<file path="src/rtl/branch_predictor.sv">
// Fetch-side branch predictor: 2-bit counter BHT plus direct-mapped BTB, predictions piped F->D->E.
// Optional gshare history indexing of the BHT when BP_GSHARE_EN is defined.
module branch_predictor #(
    parameter int XLEN  = 32,
    parameter int IDX_W = 6
) (
    input  logic            clk,
    input  logic            reset,
    input  logic [XLEN-1:0] PCF,
    output logic            PredTakenF,
    output logic [XLEN-1:0] PredTargetF,
    input  logic            StallD,
    input  logic            FlushD,
    input  logic            StallE,
    input  logic            FlushE,
    input  logic [XLEN-1:0] PCE,
    input  logic [XLEN-1:0] PCPlus4E,
    input  logic            BranchE,
    input  logic            NeedBranchE,
    input  logic [XLEN-1:0] PCTargetE,
    output logic            MispredictE,
    output logic [XLEN-1:0] PCRedirectE
);
    localparam int ENTRIES = 2 ** IDX_W;
    localparam int TAG_W   = XLEN - IDX_W - 2;

    function automatic logic [1:0] satInc(input logic [1:0] c);
        return (c == 2'b11) ? c : c + 2'b01;
    endfunction

    function automatic logic [1:0] satDec(input logic [1:0] c);
        return (c == 2'b00) ? c : c - 2'b01;
    endfunction

    logic             btbValid  [ENTRIES];
    logic [TAG_W-1:0] btbTag    [ENTRIES];
    logic [XLEN-1:0]  btbTarget [ENTRIES];
    logic [1:0]       bhtCnt    [ENTRIES];

    logic [IDX_W-1:0] idxF, idxE, bhtIdxF, bhtIdxE;
    logic [TAG_W-1:0] tagF, tagE;
    logic             hitF, hitE, train, mispredict;
    logic             predTaken_p1, predTaken_p2;
    logic [XLEN-1:0]  predTarget_p1, predTarget_p2;
    logic             unusedPcBits;

    assign idxF  = PCF[IDX_W+1:2];
    assign tagF  = PCF[XLEN-1:IDX_W+2];
    assign idxE  = PCE[IDX_W+1:2];
    assign tagE  = PCE[XLEN-1:IDX_W+2];
    assign train = BranchE && !StallE;
    assign unusedPcBits = ^{PCF[1:0], PCE[1:0]};

`ifdef BP_GSHARE_EN
    logic [IDX_W-1:0] ghr, ghr_p1, ghr_p2;

    assign bhtIdxF = idxF ^ ghr;
    assign bhtIdxE = idxE ^ ghr_p2;

    // History is committed only from resolved branches, so it never needs repair.
    always_ff @(posedge clk or posedge reset) begin
        if (reset) begin
            ghr    <= '0;
            ghr_p1 <= '0;
            ghr_p2 <= '0;
        end else begin
            if (train)
                ghr <= {ghr[IDX_W-2:0], NeedBranchE};
            if (FlushD)
                ghr_p1 <= '0;
            else if (!StallD)
                ghr_p1 <= ghr;
            if (FlushE)
                ghr_p2 <= '0;
            else if (!StallE)
                ghr_p2 <= ghr_p1;
        end
    end
`else
    assign bhtIdxF = idxF;
    assign bhtIdxE = idxE;
`endif

    // ---- F: lookup sees pre-update table contents ----
    assign hitF        = btbValid[idxF] && (btbTag[idxF] == tagF);
    assign hitE        = btbValid[idxE] && (btbTag[idxE] == tagE);
    assign PredTakenF  = hitF && bhtCnt[bhtIdxF][1];
    assign PredTargetF = hitF ? btbTarget[idxF] : '0;

    // ---- F->D->E prediction registers ----
    always_ff @(posedge clk or posedge reset) begin
        if (reset) begin
            predTaken_p1  <= 1'b0;
            predTarget_p1 <= '0;
            predTaken_p2  <= 1'b0;
            predTarget_p2 <= '0;
        end else begin
            if (FlushD) begin
                predTaken_p1  <= 1'b0;
                predTarget_p1 <= '0;
            end else if (!StallD) begin
                predTaken_p1  <= PredTakenF;
                predTarget_p1 <= PredTargetF;
            end
            if (FlushE) begin
                predTaken_p2  <= 1'b0;
                predTarget_p2 <= '0;
            end else if (!StallE) begin
                predTaken_p2  <= predTaken_p1;
                predTarget_p2 <= predTarget_p1;
            end
        end
    end

    // ---- E: compare prediction with resolution ----
    always_comb begin
        mispredict = 1'b0;
        if (BranchE)
            mispredict = (NeedBranchE != predTaken_p2) ||
                         (NeedBranchE && predTaken_p2 && (predTarget_p2 != PCTargetE));
        else
            mispredict = predTaken_p2;
        MispredictE = mispredict && !reset;
        PCRedirectE = '0;
        if (MispredictE)
            PCRedirectE = (BranchE && NeedBranchE) ? PCTargetE : PCPlus4E;
    end

    // ---- E: table training ----
    always_ff @(posedge clk or posedge reset) begin
        if (reset) begin
            for (int i = 0; i < ENTRIES; i++) begin
                btbValid[i] <= 1'b0;
                bhtCnt[i]   <= 2'b01;
            end
        end else if (train) begin
            if (NeedBranchE) begin
                btbValid[idxE]  <= 1'b1;
                bhtCnt[bhtIdxE] <= hitE ? satInc(bhtCnt[bhtIdxE]) : 2'b10;
            end else begin
                bhtCnt[bhtIdxE] <= satDec(bhtCnt[bhtIdxE]);
            end
        end
    end

    always_ff @(posedge clk) begin
        if (train && NeedBranchE) begin
            btbTag[idxE]    <= tagE;
            btbTarget[idxE] <= PCTargetE;
        end
    end

endmodule

</file>
<file path="config.mk">
export PLATFORM = sky130hd
export DESIGN_NAME = branch_predictor
export DESIGN_NICKNAME = d
export VERILOG_FILES = /design/src/rtl/branch_predictor.sv
export SDC_FILE = /design/constraint.sdc
export NUM_CORES = 2
export LEC_CHECK = 0
export BUFFER_PORTS_ARGS = -buffer_cell sky130_fd_sc_hd__buf_2
export CAP_MARGIN = 20
export CORE_MARGIN = 5
export CORE_UTILIZATION = 30
export CTS_CLUSTER_DIAMETER = 80
export CTS_CLUSTER_SIZE = 40
export DETAILED_ROUTE_END_ITERATION = 7
export PLACE_DENSITY = 0.48
export SKIP_LAST_GASP = 1
export SLEW_MARGIN = 5
export SYNTH_ARGS = -nofsm -noshare
export SYNTH_HDL_FRONTEND = slang
export SYNTH_SLANG_ARGS = --single-unit
</file>
<file path="constraint.sdc">
create_clock -name clk -period 8.77 [get_ports clk]
set_input_delay 0.877 -clock clk [delete_from_list [all_inputs] [get_ports clk]]
set_output_delay 0.877 -clock clk [all_outputs]
set_load 0.05 [all_outputs]
</file>
**Word level (Yosys, flattened, before mapping)**

Memory sizes are Yosys's and may differ from the RTL's.
Cells that the tools add are included.

- Flip-flop bits (word level): 258
- Bits in writable memories: 3584
- Input bits: 136
- Output and inout bits: 66
- Logic and storage cells: 200
- Memories: 2

- Add/subtract/negate cells: 2
- Magnitude comparators: 3
- Equal/unequal tests: 7
- Muxes and demuxes: 36
- Bitwise logic cells: 3
- Reduce and logical (&&, ||, !) cells: 15

Memory list:

| name | depth | bits a word | read ports | clocked after Yosys merged registers in | write ports | RTL line | RTL |
|---|---|---|---|---|---|---|---|
| btbTarget | 64 | 32 | 1 | 0 | 1 | 37 | `logic [XLEN-1:0] btbTarget [ENTRIES];` |
| btbTag | 64 | 24 | 2 | 0 | 1 | 36 | `logic [TAG_W-1:0] btbTag [ENTRIES];` |

Operators by type and width:

| kind | count |
|---|---|
| $bwmux 128 | 2 |
| $mux 32 | 7 |
| $mux 128 | 1 |
| $or 64x64->64 | 1 |
| $eq 24x24->1 | 2 |
| $ne 32x32->1 | 1 |
| $bmux 2 s6 | 2 |
| $mux 2 | 8 |
| $ge 7x7->1 const B | 2 |
| $not 6->7 | 2 |
| $bmux 1 s6 | 2 |
| $demux 2 s6 | 1 |
| $mux 1 | 12 |
| $logic_and 1x1->1 | 10 |
| $lt 7x1->1 const B | 1 |
| $demux 1 s6 | 1 |
| $ne 2x1->1 const B | 2 |
| $add 2x1->2 const B | 1 |
| $eq 2x2->1 const B | 1 |
| $logic_not 1->1 | 2 |
| $logic_not 2->1 | 1 |
| $reduce_and 2->1 | 1 |
| $sub 2x1->2 const B | 1 |
| $logic_or 1x1->1 | 1 |
| $ne 1x1->1 | 1 |

**Longest topological paths before layout**

- Depth in word-level cells: 9
- Depth in mapped cells: 18
- Mapped depth without buffers: 10

**Worst setup path after synthesis**

Ideal clock, no wire load.

- Path type: in2reg
- Start point: input PCE[4]
- End point: register btbValid[4] (netlist name)
- Library setup time: 88 ps
- Data arrival time: 6457 ps
- Data required time: 8682 ps
- Slack: 2225 ps
- Stages: 10
- Buffers on the path: 8
- Cells stage by stage: buf_6 buf_6 buf_6 buf_6 buf_4 buf_2 buf_2 buf_2 nor3_1 or2_2

- Cells in the longest elaborated chain, start to end: 6
- Elaborated cells on any way between the ends: 7
- Those cells by class: 2 x order compare; 2 x mux; 2 x bitwise; 1 x reduce/logical

RTL lines:

| item | RTL line | RTL |
|---|---|---|
| from (decl) | 16 | `input logic [XLEN-1:0] PCE,` |
| $not 6->7 (implied by the code) * | 138 | `btbValid[idxE] <= 1'b1;` |
| $ge 7x7->1 (implied by the code) or $lt 7x1->1 (tied branches) | 138 |  |
| $logic_and 1x1->1 (implied by the code) | 138 |  |
| $mux 1 (implied by the code) | 138 |  |
| $demux 1 s6 * | 138 |  |
| $or 64x64->64 (no source line) * | -- |  |
| to (signal, indexed assignment) | 133 | `btbValid[i] <= 1'b0;` |
| to (signal, indexed assignment) | 138 |  |
| to (decl) | 35 | `logic btbValid [ENTRIES];` |

Every way passes the cells marked *; elsewhere a longest branch is shown, timed or not.
A chain may end at the register's enable or synchronous reset.

**Final worst setup path**

- Start point: input PCF[3]
- End point: output PredTargetF[3]

- Cells in the longest elaborated chain, start to end: 6
- Elaborated cells on any way between the ends: 9
- Those cells by class: 1 x eq/ne; 4 x mux; 1 x bitwise; 1 x reduce/logical; 2 x memory

RTL lines:

| item | RTL line | RTL |
|---|---|---|
| from (decl) | 9 | `input logic [XLEN-1:0] PCF,` |
| parallel branches: the longest is 5 deep, another holds $mem_v2 64x24 | -- |  |
| $mux 32 * | 88 | `assign PredTargetF = hitF ? btbTarget[idxF] : '0;` |
| to (decl) | 11 | `output logic [XLEN-1:0] PredTargetF,` |

Every way passes the cells marked *. The select of a mux whose other input is x is not followed.

==> metrics list <==
* Top fanout value on the critical path: 66
- GRT Residual Overflow: 0
- The clock passes through at most 4 buffers.
- The worst setup path is of the in -> out kind.
- Via count of the routed design: 94766
- Total negative setup slack: 0 ps
- Final hold slack: around 99 ps
- Root Driver: sky130_fd_sc_hd__clkbuf_16
- In this run the power density over the cells is 186 mW/mm².
* Initial antenna violation count: 80
- Leaving out fill and tap cells, the most frequent cells in the layout are 3584 x sky130_fd_sc_hd__edfxtp_1, 1195 x sky130_fd_sc_hd__mux4_2, 357 x sky130_fd_sc_hd__buf_4.
- Violation count after the first detailed-route iteration: 13926
- Setup slack after placement: 1410 ps
- For the worst-skew pair, the clock arrives at the later sink with an insertion delay of about 1000 ps.
- Count of cells resized by post-cts repair: 0
- Yosys printed 0 warnings.
- Number of port buffers: around 200
* Number of H-tree levels: 4
- Die Span X: 748 µm
- The floorplan step defined a die boundary enclosing roughly 0.56 mm².
- Final Hold Vio Count: 0
* CTS sink count: between 3000 and 4000
- Wirelength, routed: 644 mm
- Most common cell after layout, fill and taps aside: sky130_fd_sc_hd__edfxtp_1
* Setup Skew: 60.7 ps
- In this run, synthesis inferred 3584 flip-flops with an integrated enable.
- Result of the run: completed
- Among all flip-flop cells after synthesis, the most frequent one is sky130_fd_sc_hd__edfxtp_1.
* Ports: roughly 200
- Inserted Clock Buffers: roughly 170
- Type of element capturing the critical path: output port
- After clock tree synthesis, the clock-pin slew on the worst setup and hold paths is 120 ps.
* Cell Area, Placed: 0.175 mm²
- From synthesis to final layout, the design area changed by 11.1%.
- Period minus WS final: 7600 ps
- From bottom edge to top edge, the die measures 748 µm.
* Worst vdd ir: 179 µV
* Slew @ Worst Pin: 1300 ps
* Vias in the first global route: between 90000 and 100k
- For this design the static power due to leakage is 0.0567 µW.
- For this run, the post-layout net count is 8658.
* Global-route wire length before repair: 855 mm
* Number of standard cells after synthesis: 8312
- Entering global routing, the biggest net connects 158 pins.
* Share of synthesized registers carrying an async set or reset: 6.72%
* Core ar.: 0.544 mm²
* # setup viols final: 0
- The count of nets left with antenna violations once routing finished came out at 0.
- The HPWL after detailed placement is 374 mm.
- Post-synthesis cell type count: between 80 and 90
* Count of hold-fix buffers inserted at cts: 0
- Max-cap violations in this run came to 0.
- Setup slack closes at about 1200 ps.
* RSZ-0062 raised after global routing: false
- TritonCTS built the clock tree.
* FF+latch count, synth: 3842
* Fin. max-slew vios: 0
- Headroom to the max-slew limit came out at 13.0%.
* Mean routed wirelength per cell: a little over 40 µm
- Std-Cell Rows: 271
- After detailed routing, the number of vias per cell comes to around 6.0.
- The worst setup path is launched from an input port.
* Ratio of cells with drive above 1 in the final layout: 29.4%
* Mapped Nets: 8449
- In the routed design, unresolved DRC markers number 0.
* Count of buffers added by post-CTS timing repair for setup: 0
- Syn Std Cell Area: 0.163 mm²
* Proportion of synthesized chip area in sequential cells: 69.9%
- Pre-Repair DR Iteration Count: 8
- Averaged over all synthesized cells, the footprint is 19.6 µm².
- Hold Crit Class: in -> async
- At the end of routability-driven placement, the weighted congestion stood at 0.874.
* Crit path required time: just under 8000 ps
- Fin area: between 0.15 and 0.2 mm²
* Global-route total usage across every layer: 22.3%
- Timing would allow up to 0.132 GHz.
- Data arrival time of the critical path: 6720 ps
* Tcrit/Tclk final: 86.6%
- Initial standard-cell utilization of the core: between 30% and 40%
## per-layer routing
layer / vias up / part of all wire, % / track usage [%]
met1: 52327 / 40 / 30.7
met5: - / 0.072 / 0.292
met4: 38 / 4.8 / 9.03
li1: 35408 / - / -
met2: 5798 / 45 / 34.1
met3: 1195 / 10 / 5.14
## cells in the mapped netlist (all sizes together), types with 64 or more instances
master	instances	area, µm²
nand2	351	1320
a22oi	207	1550
mux2i	353	3530
edfxtp	3584	108000
mux2	229	2580
or2	69	432
dfstp	64	1680
o22ai	116	726
a21oi	170	851
clkbuf	247	930
buf	345	2050
dfrtp	194	4850
mux4	1195	26900
o21ai	140	701
a221oi	121	1060
nor2	176	663
## registers in the layout, summed over array words and instances (netlist names)
register / cells
btbTag: 1536
btbTarget: 2048
predTarget_p2: 32
btbValid: 64
predTarget_p1: 32
predTaken_p2: 1
bhtCnt: 128
predTaken_p1: 1
## report_power, final
group,switching (µW),internal (µW)
clock,6570,4120
combinational,1900,1010
sequential,55.0,20100
total,8520,25200
## layout make-up
cell class,count,area (µm²)
flip-flops and latches,3842,114000
multi-input cells,3858,46700
diodes,21,52.6
fillers,51129,362000
inverters,20,108
repair buffers,630,5280
clock inverters,119,1680
clock buffers,184,4370
well taps,7234,9050
## kinds of logic after synthesis
family	share of synthesized area, %
adders and majority gates	0.00766
and+or+nand+nor	2.73
AOI/OAI and AO/OA	4.90
buffers and inverters	1.87
DFF	69.9
xor gates and xnor gates	0.333
muxes	20.2
## per-stage QoR
stage          cells  total power, µW  utilization [%]
3_5_place_dp   15579            23400             32.2
3_3_place_gp   15570            23400             32.2
4_1_cts        15882            33900             33.3
6_report       15908            33700             33.4
2_1_floorplan   8312            22100                -
5_1_grt        15891            34700             33.4
## worst paths after layout
| check | start | end | slack [ps] | cells after the start |
|---|---|---|---|---|
| min | reset | predTaken_p2 | 100 | 2 |
| max reg2reg | btbTag[54][0] | bhtCnt[103] | 3400 | 12 |
| min in group clk | PCTargetE[24] | btbTarget[30][24] | 330 | 1 |
| max | PCF[3] | PredTargetF[3] | 1170 | 15 |
| min reg2reg | btbValid[19] | btbValid[19] | 510 | 1 |
| max in group asynchronous | reset | bhtCnt[59] | 7080 | 3 |
## worst max-delay path: stages
cell	delay (ps)
sky130_fd_sc_hd__buf_8	450
sky130_fd_sc_hd__buf_4	310
sky130_fd_sc_hd__buf_12	370
sky130_fd_sc_hd__buf_4	820
sky130_fd_sc_hd__mux4_2	430
sky130_fd_sc_hd__mux2i_1	260
sky130_fd_sc_hd__o21ai_0	150
sky130_fd_sc_hd__o211ai_1	590
sky130_fd_sc_hd__xor2_1	320
sky130_fd_sc_hd__nand4_1	490
sky130_fd_sc_hd__buf_4	410
sky130_fd_sc_hd__nor2_4	120
sky130_fd_sc_hd__buf_12	220
sky130_fd_sc_hd__and2_1	190
sky130_fd_sc_hd__buf_2	270
No activity file was read; power rests on OpenSTA's default activity.
